[config.mk]
export PLATFORM = sky130hd
export DESIGN_NAME = uart_tx_frame_flat
export DESIGN_NICKNAME = d
export VERILOG_FILES = /design/src/rtl/uart_tx_frame_pkg.sv /design/src/rtl/uart_tx_frame_if.sv /design/src/rtl/uart_tx_frame_baud_gen.sv /design/src/rtl/uart_tx_frame.sv /design/src/flat_wrapper.sv
export SDC_FILE = /design/constraint.sdc
export NUM_CORES = 1
export LEC_CHECK = 0
export ABC_CLOCK_PERIOD_IN_PS = 1900
export CAP_MARGIN = 10
export CORE_AREA = 2 2 78 80
export DETAILED_ROUTE_END_ITERATION = 8
export DIE_AREA = 0 0 80 82
export PLACE_DENSITY_LB_ADDON = 0.1
export SKIP_CTS_REPAIR_TIMING = 1
export SLEW_MARGIN = 10
export SYNTH_ARGS = -nofsm -noshare
export SYNTH_HDL_FRONTEND = slang
export SYNTH_SLANG_ARGS = --single-unit
[constraint.sdc]
create_clock -name clk -period 1.9 [get_ports clk]
set_input_delay 0.19 -clock clk [delete_from_list [all_inputs] [get_ports clk]]
set_output_delay 0.19 -clock clk [all_outputs]
set_load 0.05 [all_outputs]
[src/rtl/uart_tx_frame_pkg.sv]
// Shared types and helpers for the UART transmit path.
package uart_pkg;

  typedef enum logic [2:0] {
    IDLE,
    START,
    DATA,
    PARITY,
    STOP
  } tx_state_t;

  localparam int OVRSMPL_DEF = 16;
  localparam int W_DATA_MAX  = 9;

  // Even parity is the XOR of the word; odd parity is its complement.
  // Narrower words are zero-extended, which leaves the XOR unchanged.
  function automatic logic calc_parity(input logic [W_DATA_MAX-1:0] data, input logic odd);
    return odd ? ~(^data) : (^data);
  endfunction

endpackage

[src/rtl/uart_tx_frame_if.sv]
// Valid/ready word handshake between the Tx FIFO read side and the transmitter.
interface uart_tx_frame_if #(
  parameter int W_DATA = 8
);
  logic              tx_valid;
  logic [W_DATA-1:0] tx_data;
  logic              tx_ready;

  modport master (output tx_valid, output tx_data, input tx_ready);
  modport slave  (input tx_valid, input tx_data, output tx_ready);
endinterface

[src/rtl/uart_tx_frame_baud_gen.sv]
// Baud tick generator: one tick every dvsr+1 clk cycles, held at zero while clr.
// Shared with the receiver, so it knows nothing about frames.
module uart_baud_gen #(
  parameter int W_DVSR = 16
) (
  input  logic              clk,
  input  logic              rst,
  input  logic              clr,
  input  logic [W_DVSR-1:0] dvsr,
  output logic              tick
);
  logic [W_DVSR-1:0] cnt;

  // Count 0..dvsr and wrap; clr parks the counter so the first tick is a full period away.
  always_ff @(posedge clk or posedge rst) begin
    if (rst)                      cnt <= '0;
    else if (clr || cnt == dvsr)  cnt <= '0;
    else                          cnt <= cnt + 1'b1;
  end

  assign tick = !clr && (cnt == dvsr);
endmodule

[src/rtl/uart_tx_frame.sv]
// UART frame transmitter: start bit, LSB-first data, optional parity, 1 or 2 stop bits.
//
//  state  | meaning
//  IDLE   | line high, ready for a word
//  START  | driving the start bit (low)
//  DATA   | shifting out data bits, LSB first
//  PARITY | driving the parity bit latched at acceptance
//  STOP   | line high for N_STOP bit times; done pulse on the last tick
module uart_tx_frame
  import uart_pkg::*;
#(
  parameter int W_DATA     = 8,
  parameter int W_DVSR     = 16,
  parameter int OVRSMPL    = OVRSMPL_DEF,
  parameter int PARITY_EN  = 1,
  parameter int PARITY_ODD = 0,
  parameter int N_STOP     = 1
) (
  input  logic              clk,
  input  logic              rst,
  input  logic [W_DVSR-1:0] dvsr,
  uart_tx_frame_if.slave    tx,
  output logic              tx_dout,
  output logic              tx_busy,
  output logic              tx_done_tick
);
  localparam int STOP_TICKS = N_STOP * OVRSMPL;
  localparam int W_TICK     = $clog2(STOP_TICKS + 1);
  localparam int W_BIT      = $clog2(W_DATA);
  localparam logic [W_TICK-1:0] BIT_LAST  = W_TICK'(OVRSMPL - 1);
  localparam logic [W_TICK-1:0] STOP_LAST = W_TICK'(STOP_TICKS - 1);
  localparam logic [W_BIT-1:0]  DATA_LAST = W_BIT'(W_DATA - 1);

  tx_state_t         state, state_n;
  logic [W_DATA-1:0] shreg, shreg_n;
  logic [W_BIT-1:0]  bit_cnt, bit_cnt_n;
  logic [W_TICK-1:0] tick_cnt, tick_cnt_n, tick_last;
  logic [W_DVSR-1:0] dvsr_reg, dvsr_n;
  logic              parity_reg, parity_n;
  logic              dout_reg, dout_n;
  logic              tick, bit_end, ready;

  uart_baud_gen #(.W_DVSR(W_DVSR)) u_baud (
    .clk  (clk),
    .rst  (rst),
    .clr  (state == IDLE),
    .dvsr (dvsr_reg),
    .tick (tick)
  );

  // State and datapath registers; the line output is registered so it cannot glitch.
  always_ff @(posedge clk or posedge rst) begin
    if (rst) begin
      state      <= IDLE;
      shreg      <= '0;
      bit_cnt    <= '0;
      tick_cnt   <= '0;
      dvsr_reg   <= '0;
      parity_reg <= 1'b0;
      dout_reg   <= 1'b1;
    end else begin
      state      <= state_n;
      shreg      <= shreg_n;
      bit_cnt    <= bit_cnt_n;
      tick_cnt   <= tick_cnt_n;
      dvsr_reg   <= dvsr_n;
      parity_reg <= parity_n;
      dout_reg   <= dout_n;
    end
  end

  // Next-state, bit timing and the line level for the coming cycle.
  always_comb begin
    state_n      = state;
    shreg_n      = shreg;
    bit_cnt_n    = bit_cnt;
    tick_cnt_n   = tick_cnt;
    dvsr_n       = dvsr_reg;
    parity_n     = parity_reg;
    tx_done_tick = 1'b0;
    bit_end      = 1'b0;
    dout_n       = 1'b1;
    // STOP spans all stop bits in one count so the done pulse lands on its final tick.
    tick_last    = (state == STOP) ? STOP_LAST : BIT_LAST;

    if (tick) begin
      if (tick_cnt == tick_last) begin
        tick_cnt_n = '0;
        bit_end    = 1'b1;
      end else begin
        tick_cnt_n = tick_cnt + 1'b1;
      end
    end

    unique case (state)
      IDLE: begin
        if (tx.tx_valid) begin
          state_n    = START;
          shreg_n    = tx.tx_data;
          dvsr_n     = dvsr;
          parity_n   = calc_parity(W_DATA_MAX'(tx.tx_data), PARITY_ODD != 0);
          bit_cnt_n  = '0;
          tick_cnt_n = '0;
        end
      end
      START: begin
        if (bit_end) state_n = DATA;
      end
      DATA: begin
        if (bit_end) begin
          shreg_n = shreg >> 1;
          if (bit_cnt == DATA_LAST) begin
            bit_cnt_n = '0;
            if (PARITY_EN != 0) state_n = PARITY;
            else                state_n = STOP;
          end else begin
            bit_cnt_n = bit_cnt + 1'b1;
          end
        end
      end
      PARITY: begin
        if (bit_end) state_n = STOP;
      end
      STOP: begin
        if (bit_end) begin
          state_n      = IDLE;
          tx_done_tick = 1'b1;
        end
      end
      default: state_n = IDLE;
    endcase

    unique case (state_n)
      START:   dout_n = 1'b0;
      DATA:    dout_n = shreg_n[0];
      PARITY:  dout_n = parity_n;
      default: dout_n = 1'b1;
    endcase
  end

  assign ready       = (state == IDLE);
  assign tx.tx_ready = ready;
  assign tx_busy     = !ready;
  assign tx_dout     = dout_reg;
endmodule

[src/flat_wrapper.sv]
// flat-port wrapper written by rule: the top's interface ports become plain ports
module uart_tx_frame_flat import uart_pkg::*;
#(
  parameter int W_DATA     = 8,
  parameter int W_DVSR     = 16,
  parameter int OVRSMPL    = OVRSMPL_DEF,
  parameter int PARITY_EN  = 1,
  parameter int PARITY_ODD = 0,
  parameter int N_STOP     = 1
)
  (clk, rst, dvsr, tx_dout, tx_busy, tx_done_tick, tx_tx_valid, tx_tx_data, tx_tx_ready);
  uart_tx_frame_if #(.W_DATA(W_DATA)) tx_i ();
  input  logic clk;
  input  logic rst;
  input  logic [W_DVSR-1:0] dvsr;
  output logic tx_dout;
  output logic tx_busy;
  output logic tx_done_tick;
  input wire logic [$bits(tx_i.tx_valid)-1:0] tx_tx_valid;
  input wire logic [$bits(tx_i.tx_data)-1:0] tx_tx_data;
  output wire logic [$bits(tx_i.tx_ready)-1:0] tx_tx_ready;
  assign tx_i.tx_valid = tx_tx_valid;
  assign tx_i.tx_data = tx_tx_data;
  assign tx_tx_ready = tx_i.tx_ready;
  uart_tx_frame #(.W_DATA(W_DATA), .W_DVSR(W_DVSR), .OVRSMPL(OVRSMPL), .PARITY_EN(PARITY_EN), .PARITY_ODD(PARITY_ODD), .N_STOP(N_STOP)) u_core (.clk(clk), .rst(rst), .dvsr(dvsr), .tx(tx_i), .tx_dout(tx_dout), .tx_busy(tx_busy), .tx_done_tick(tx_done_tick));
endmodule
# ---- Yosys cells after proc, flatten, opt, wreduce, memory -nomap -nowiden
# Index checks and enable logic that the tools add are counted.
dict set report word_totals {
  reg_bits 53
  elab_cells 58
}
dict set report classes {
  reduce_logical 8
  add_sub_neg 3
  muxes 26
  n_eq_ne 12
}
# operator count
set op_table {}
lappend op_table {{3-bit 2-to-1 mux} 9}
lappend op_table {{5-bit 2-to-1 mux} 4}
lappend op_table {{16-bit by 1-bit adder with 16-bit output (second input constant)} 1}
lappend op_table {{16-bit == test} 1}
lappend op_table {{16-bit 2-to-1 mux} 1}
lappend op_table {{8-bit 2-to-1 mux} 2}
lappend op_table {{8-bit one-hot mux with 2 select lines} 1}
lappend op_table {{3-bit one-hot mux with 5 select lines} 1}
lappend op_table {{3-bit by 2-bit == test with 1-bit output (second input constant)} 4}
lappend op_table {{9-bit XOR reduction} 1}
lappend op_table {{3-bit by 1-bit == test with 1-bit output (second input constant)} 2}
lappend op_table {{3-bit == test (second input constant)} 2}
lappend op_table {{1-bit 2-to-1 mux} 6}
lappend op_table {{3-bit one-hot mux with 2 select lines} 1}
lappend op_table {{5-bit by 1-bit adder with 5-bit output (second input constant)} 1}
lappend op_table {{5-bit by 4-bit == test with 1-bit output (second input constant)} 1}
lappend op_table {{3-bit by 1-bit adder with 3-bit output (second input constant)} 1}
lappend op_table {{3-bit zero test} 1}
lappend op_table {{1-bit one-hot mux with 3 select lines} 1}
lappend op_table {{3-bit AND reduction} 1}
lappend op_table {{2-bit by 1-bit inequality test with 1-bit output (second input constant)} 1}
lappend op_table {{2-bit inequality test (second input constant)} 1}
lappend op_table {{2-bit AND reduction} 1}
lappend op_table {{2-bit nonzero test} 1}
lappend op_table {{3 further kinds} 3}

# ---- Depth between registers and ports, before layout
dict set report logic_depth {
  word_depth 8
  mapped_depth 10
}

# ---- Hierarchy
# Synthesis repeated with hierarchy kept, for this count alone.
dict set report unflattened {
  hier_cells 246
  hier_area_um2 2690.1
}
# module cells_per_inst area_each_um2 n_inst seq_area_each_um2
set by_module_without_submodules {}
lappend by_module_without_submodules {uart_tx_frame 147 1727.9 1 927.1}
lappend by_module_without_submodules {uart_baud_gen 99 962.2 1 400.4}

# ---- Least setup slack after synthesis
# No wires, ideal clock.
dict set report synth_path {
  kind {register -> output}
  startpoint {reg u_core.u_baud.cnt[0]}
  endpoint {out tx_done_tick}
  required_time_ns 1.710
  path_stages_with_launch 7
  path_slack_ns -0.306
  arrival_ns 2.016
  n_path_buf 1
  cell_sequence {dfrtp_1 > xor2_1 > nor4_2 > and4_1 > buf_6 > nand2_1 > nor2_1}
}
dict set report synth_between {
  elab_chain_len 5
}
# element line_no
set synth_rtl {}
lappend synth_rtl {{start, declared} uart_tx_frame_baud_gen.sv:12} ;# logic [W_DVSR-1:0] cnt;
lappend synth_rtl {{start signal, assigned} uart_tx_frame_baud_gen.sv:18} ;# else cnt <= cnt + 1'b1;
lappend synth_rtl {{16-bit == test} uart_tx_frame_baud_gen.sv:21} ;# assign tick = !clr && (cnt == dvsr);
lappend synth_rtl {{1-bit logical AND} uart_tx_frame_baud_gen.sv:21}
lappend synth_rtl {{1-bit 2-to-1 mux} uart_tx_frame.sv:86} ;# if (tick) begin
lappend synth_rtl {{1-bit 2-to-1 mux} uart_tx_frame.sv:125} ;# if (bit_end) begin
lappend synth_rtl {{1-bit 2-to-1 mux} uart_tx_frame.sv:95} ;# unique case (state)
lappend synth_rtl {{end, declared} flat_wrapper.sv:18} ;# output logic tx_done_tick;
# Every way passes these cells.

# ---- Worst setup path after layout
dict set report layout_path {
  startpoint {reg u_core.u_baud.cnt[14]}
  endpoint {out tx_done_tick}
}
# Same word-level chain as after synthesis.

==> metrics.md <==
| Metric | Value |
|---|---|
| Non-Filler Instances | `421` |
| Worst r2r src | `u_core.u_baud.cnt[14]` |
| Cells after synthesis | `277` |
| Async S/R FF share, synth | `100.0%` |
| CP Cell Sequence | `xor2_2 -> nor4_4 -> and4_1 -> buf_6 -> nand2_4 -> nor2_4 -> buf_12` |
| Crit Path Category | `flop to output pin` |
| GP Congestion | `0.8237` |
| Clock root buffer | `clkbuf_8` |
| Clk_lat worst skew | `0.31 ns` |
| Vias in the first global route | `2002` |
| Synth-to-Final Area Change | `35.79%` |
| Avg Synthesized Cell Area | `9.730 sq um` |
| Worst Setup End Kind | `output pin` |
| Placed cells | `402` |
| Initial DRT Pass Iterations | `4` |
| CTS tree | `yes` |
| Peak supply drop | `0.4728 mV` |
| F_max | `468.3 MHz` |
| DR DRC count | `0` |
| Count of input and output buffers | `30` |
| Worst path slowest cell | `dfrtp_1` |
| Final worst slack | `-0.2352 ns` |
| Core Area | `5746 sq um` |
| Share of cells above drive strength 1 | `24.57%` |
| Fin. Hold Viols | `0` |
| Area contributors post-synth | `dfrtp_1 48%, nand2_1 9.5%, xor2_1 8.1%, xnor2_1 4.2%, nor2_1 3.6%` |
| Ports | `31` |
| Tot Pwr | `3.112 mW` |
| Biggest area consumer among synthesized cells | `dfrtp_1` |
| Cts bufs inserted | `5` |
| RSZ-0062 raised after global routing | `true` |
| Setup TNS | `-1.782 ns` |
| Status | `finished with violations` |
| H-tree levels | `2` |
| Worst Tran Pin Value | `0.4868 ns` |
| Max-slew headroom | `67.44%` |
| Leakage power | `1.775 nW` |
| Final #Nets | `376` |
| Finish-stage setup viols | `14` |
| Post-synth top area share | `48.28%` |
| Worst-path fanout max | `4` |
| Sequential cell area | `1328 sq um` |
| Clock transition at path regs | `0.10 ns` |
| Met3 GRT Util | `2.747%` |
| Fillers | `507` |
| Antenna viol nets, final | `0` |
| Initial antenna violation count | `0` |
| Worst Hold Class | `input port to async pin` |
| Clock sinks | `53` |
| Netlist cell types | `43` |
| Failing checks | `negative setup slack` |
| Rows | `28` |
| Seq/Total Area, Yosys | `49.26%` |
| Data arrival time of the worst path | `1.95 ns` |
| Antenna cells | `0` |
| Worst r2r dst | `u_core.shreg[4]` |
| CTS max path bufs | `2` |
| Overall Global Routing Usage | `19.54%` |
| Post-Synthesis Net Count | `308` |
| Width of the die | `80 um` |
| Final Cycle Share | `112.4%` |
| Vias | `2132` |
| Die Y | `82 um` |
| Worst Hold Slack | `0.2514 ns` |
| Met2 Resource Use GR | `29.67%` |
| Pwr per Cell Area | `850.3 nW/um^2` |
| Largest net degree at the start of global routing | `54` |
| Synth cell count leaders | `68 x nand2_1, 52 x dfrtp_1, 26 x nor2_1, 25 x xor2_1, 13 x xnor2_1` |
| Post-Synthesis Cell Area | `2695 sq um` |
| MaxCap Viol Count | `0` |
| Number of vias per cell | `5.064` |
| First-pass GRT wire length | `9804 um` |
| Full die area | `6560 sq um` |
| Drt initial violations | `86` |
| Synthesis Warnings | `0` |
| Yosys reg bits | `53` |
| Post-Route WL | `5911 um` |
| Slowest stage delay, CP | `0.42 ns` |
| GR met1 Demand/Resource | `28.98%` |
| Critical path data required time | `1.71 ns` |
| EDFF count, synth | `0` |
| Reg-to-reg slack, setup | `-0.20 ns` |
| Global route hottest layer | `met2` |
| Fin crit period | `2.135 ns` |
| Global route overflow | `0` |
| Hpwl dp | `4165 um` |
| Reg2reg path depth | `9` |
| Ys flop type | `dfrtp_1` |
| Slew Viols, Final | `0` |
| Most frequent cell after synthesis | `nand2_1` |
| Initial Utilization | `46.91%` |
| Footprint of the multi-input gates | `1441 sq um` |
| Startpoint Class | `flop` |
| Post-DR wirelength/cell | `14.04 um` |
| Skew final | `0.007303 ns` |
[how the worst max path moves through the flow]
stage | from | to | slack, ns | cells past startpoint
finish | u_core.u_baud.cnt[14] | tx_done_tick | -0.24 | 7
global route | u_core.dvsr_reg[12] | tx_done_tick | -0.33 | 8
detailed placement | u_core.dvsr_reg[8] | u_core.tx_dout | -0.18 | 7
CTS | u_core.dvsr_reg[8] | tx_done_tick | -0.49 | 7
floorplan | u_core.state[0] | u_core.dvsr_reg[0] | 0.004 | 9
global placement | u_core.dvsr_reg[8] | u_core.tx_dout | -0.17 | 7
[cells by family (layout without fill, tap and decap cells)]
family,Yosys count,in the layout,synth area share (%)
mux,5,5,1.903
xor+xnor,38,38,12.35
fa+ha+maj,4,4,1.857
flops,53,53,49.26
compound gates,24,24,6.686
simple gates,137,137,24.84
buf+inv,16,85,3.110
[per-stage QoR]
stage | cell area (sq um) | setup WS [ns] | utilization, %
3_3_place_gp | 3307 | -0.1670 | 57.56
3_5_place_dp | 3307 | -0.1830 | 57.56
6_report | 3660 | -0.2352 | 63.70
4_1_cts | 3393 | -0.4933 | 59.06
2_1_floorplan | 2714 | 0.003866 | -
5_1_grt | 3660 | -0.3270 | 63.70
[per-layer routing]
| layer | vias up | share of wire, % |
|---|---|---|
| met5 | - | 0 |
| met4 | 0 | 1.5 |
| met3 | 10 | 2.7 |
| met2 | 34 | 46 |
| met1 | 1014 | 50 |
| li1 | 1074 | - |
[worst max-delay path: cells and delay by family (launching register included)]
| kind | cells | cell delay, ns |
|---|---|---|
| and+or+nand+nor | 4 | 0.76 |
| xor gates and xnor gates | 1 | 0.20 |
| DFF | 1 | 0.42 |
| buffers and inverters | 2 | 0.26 |
[area by class of cell]
class	instances	share of cell area, %
inverters	5	0.5128
clock buffers	6	1.983
clock inverters	2	0.3761
flip-flops and latches	53	36.27
multi-input cells	208	39.38
well taps	75	2.564
repair buffers	72	18.91
[power by group]
group          internal [mW]  switching (mW)
registers               1.37           0.172
logic                  0.478           0.457
clock network          0.264           0.373
[layout by cell type, fill, tap and decap left out, types with 4 or more instances in the layout]
master / netlist / layout
a221o_1: 6 / 6
and3_1: 8 / 8
buf_12: 0 / 4
buf_4: 1 / 33
buf_6: 2 / 7
clkbuf_8: 0 / 5
clkdlybuf4s50_1: 0 / 27
dfrtp_1: 52 / 52
ha_1: 4 / 4
nand2_1: 68 / 66
nand3_1: 12 / 9
nor2_1: 26 / 23
o21ai_0: 8 / 5
xnor2_1: 13 / 13
xor2_1: 25 / 23
Note: power is estimated with default switching activity, not from simulation.
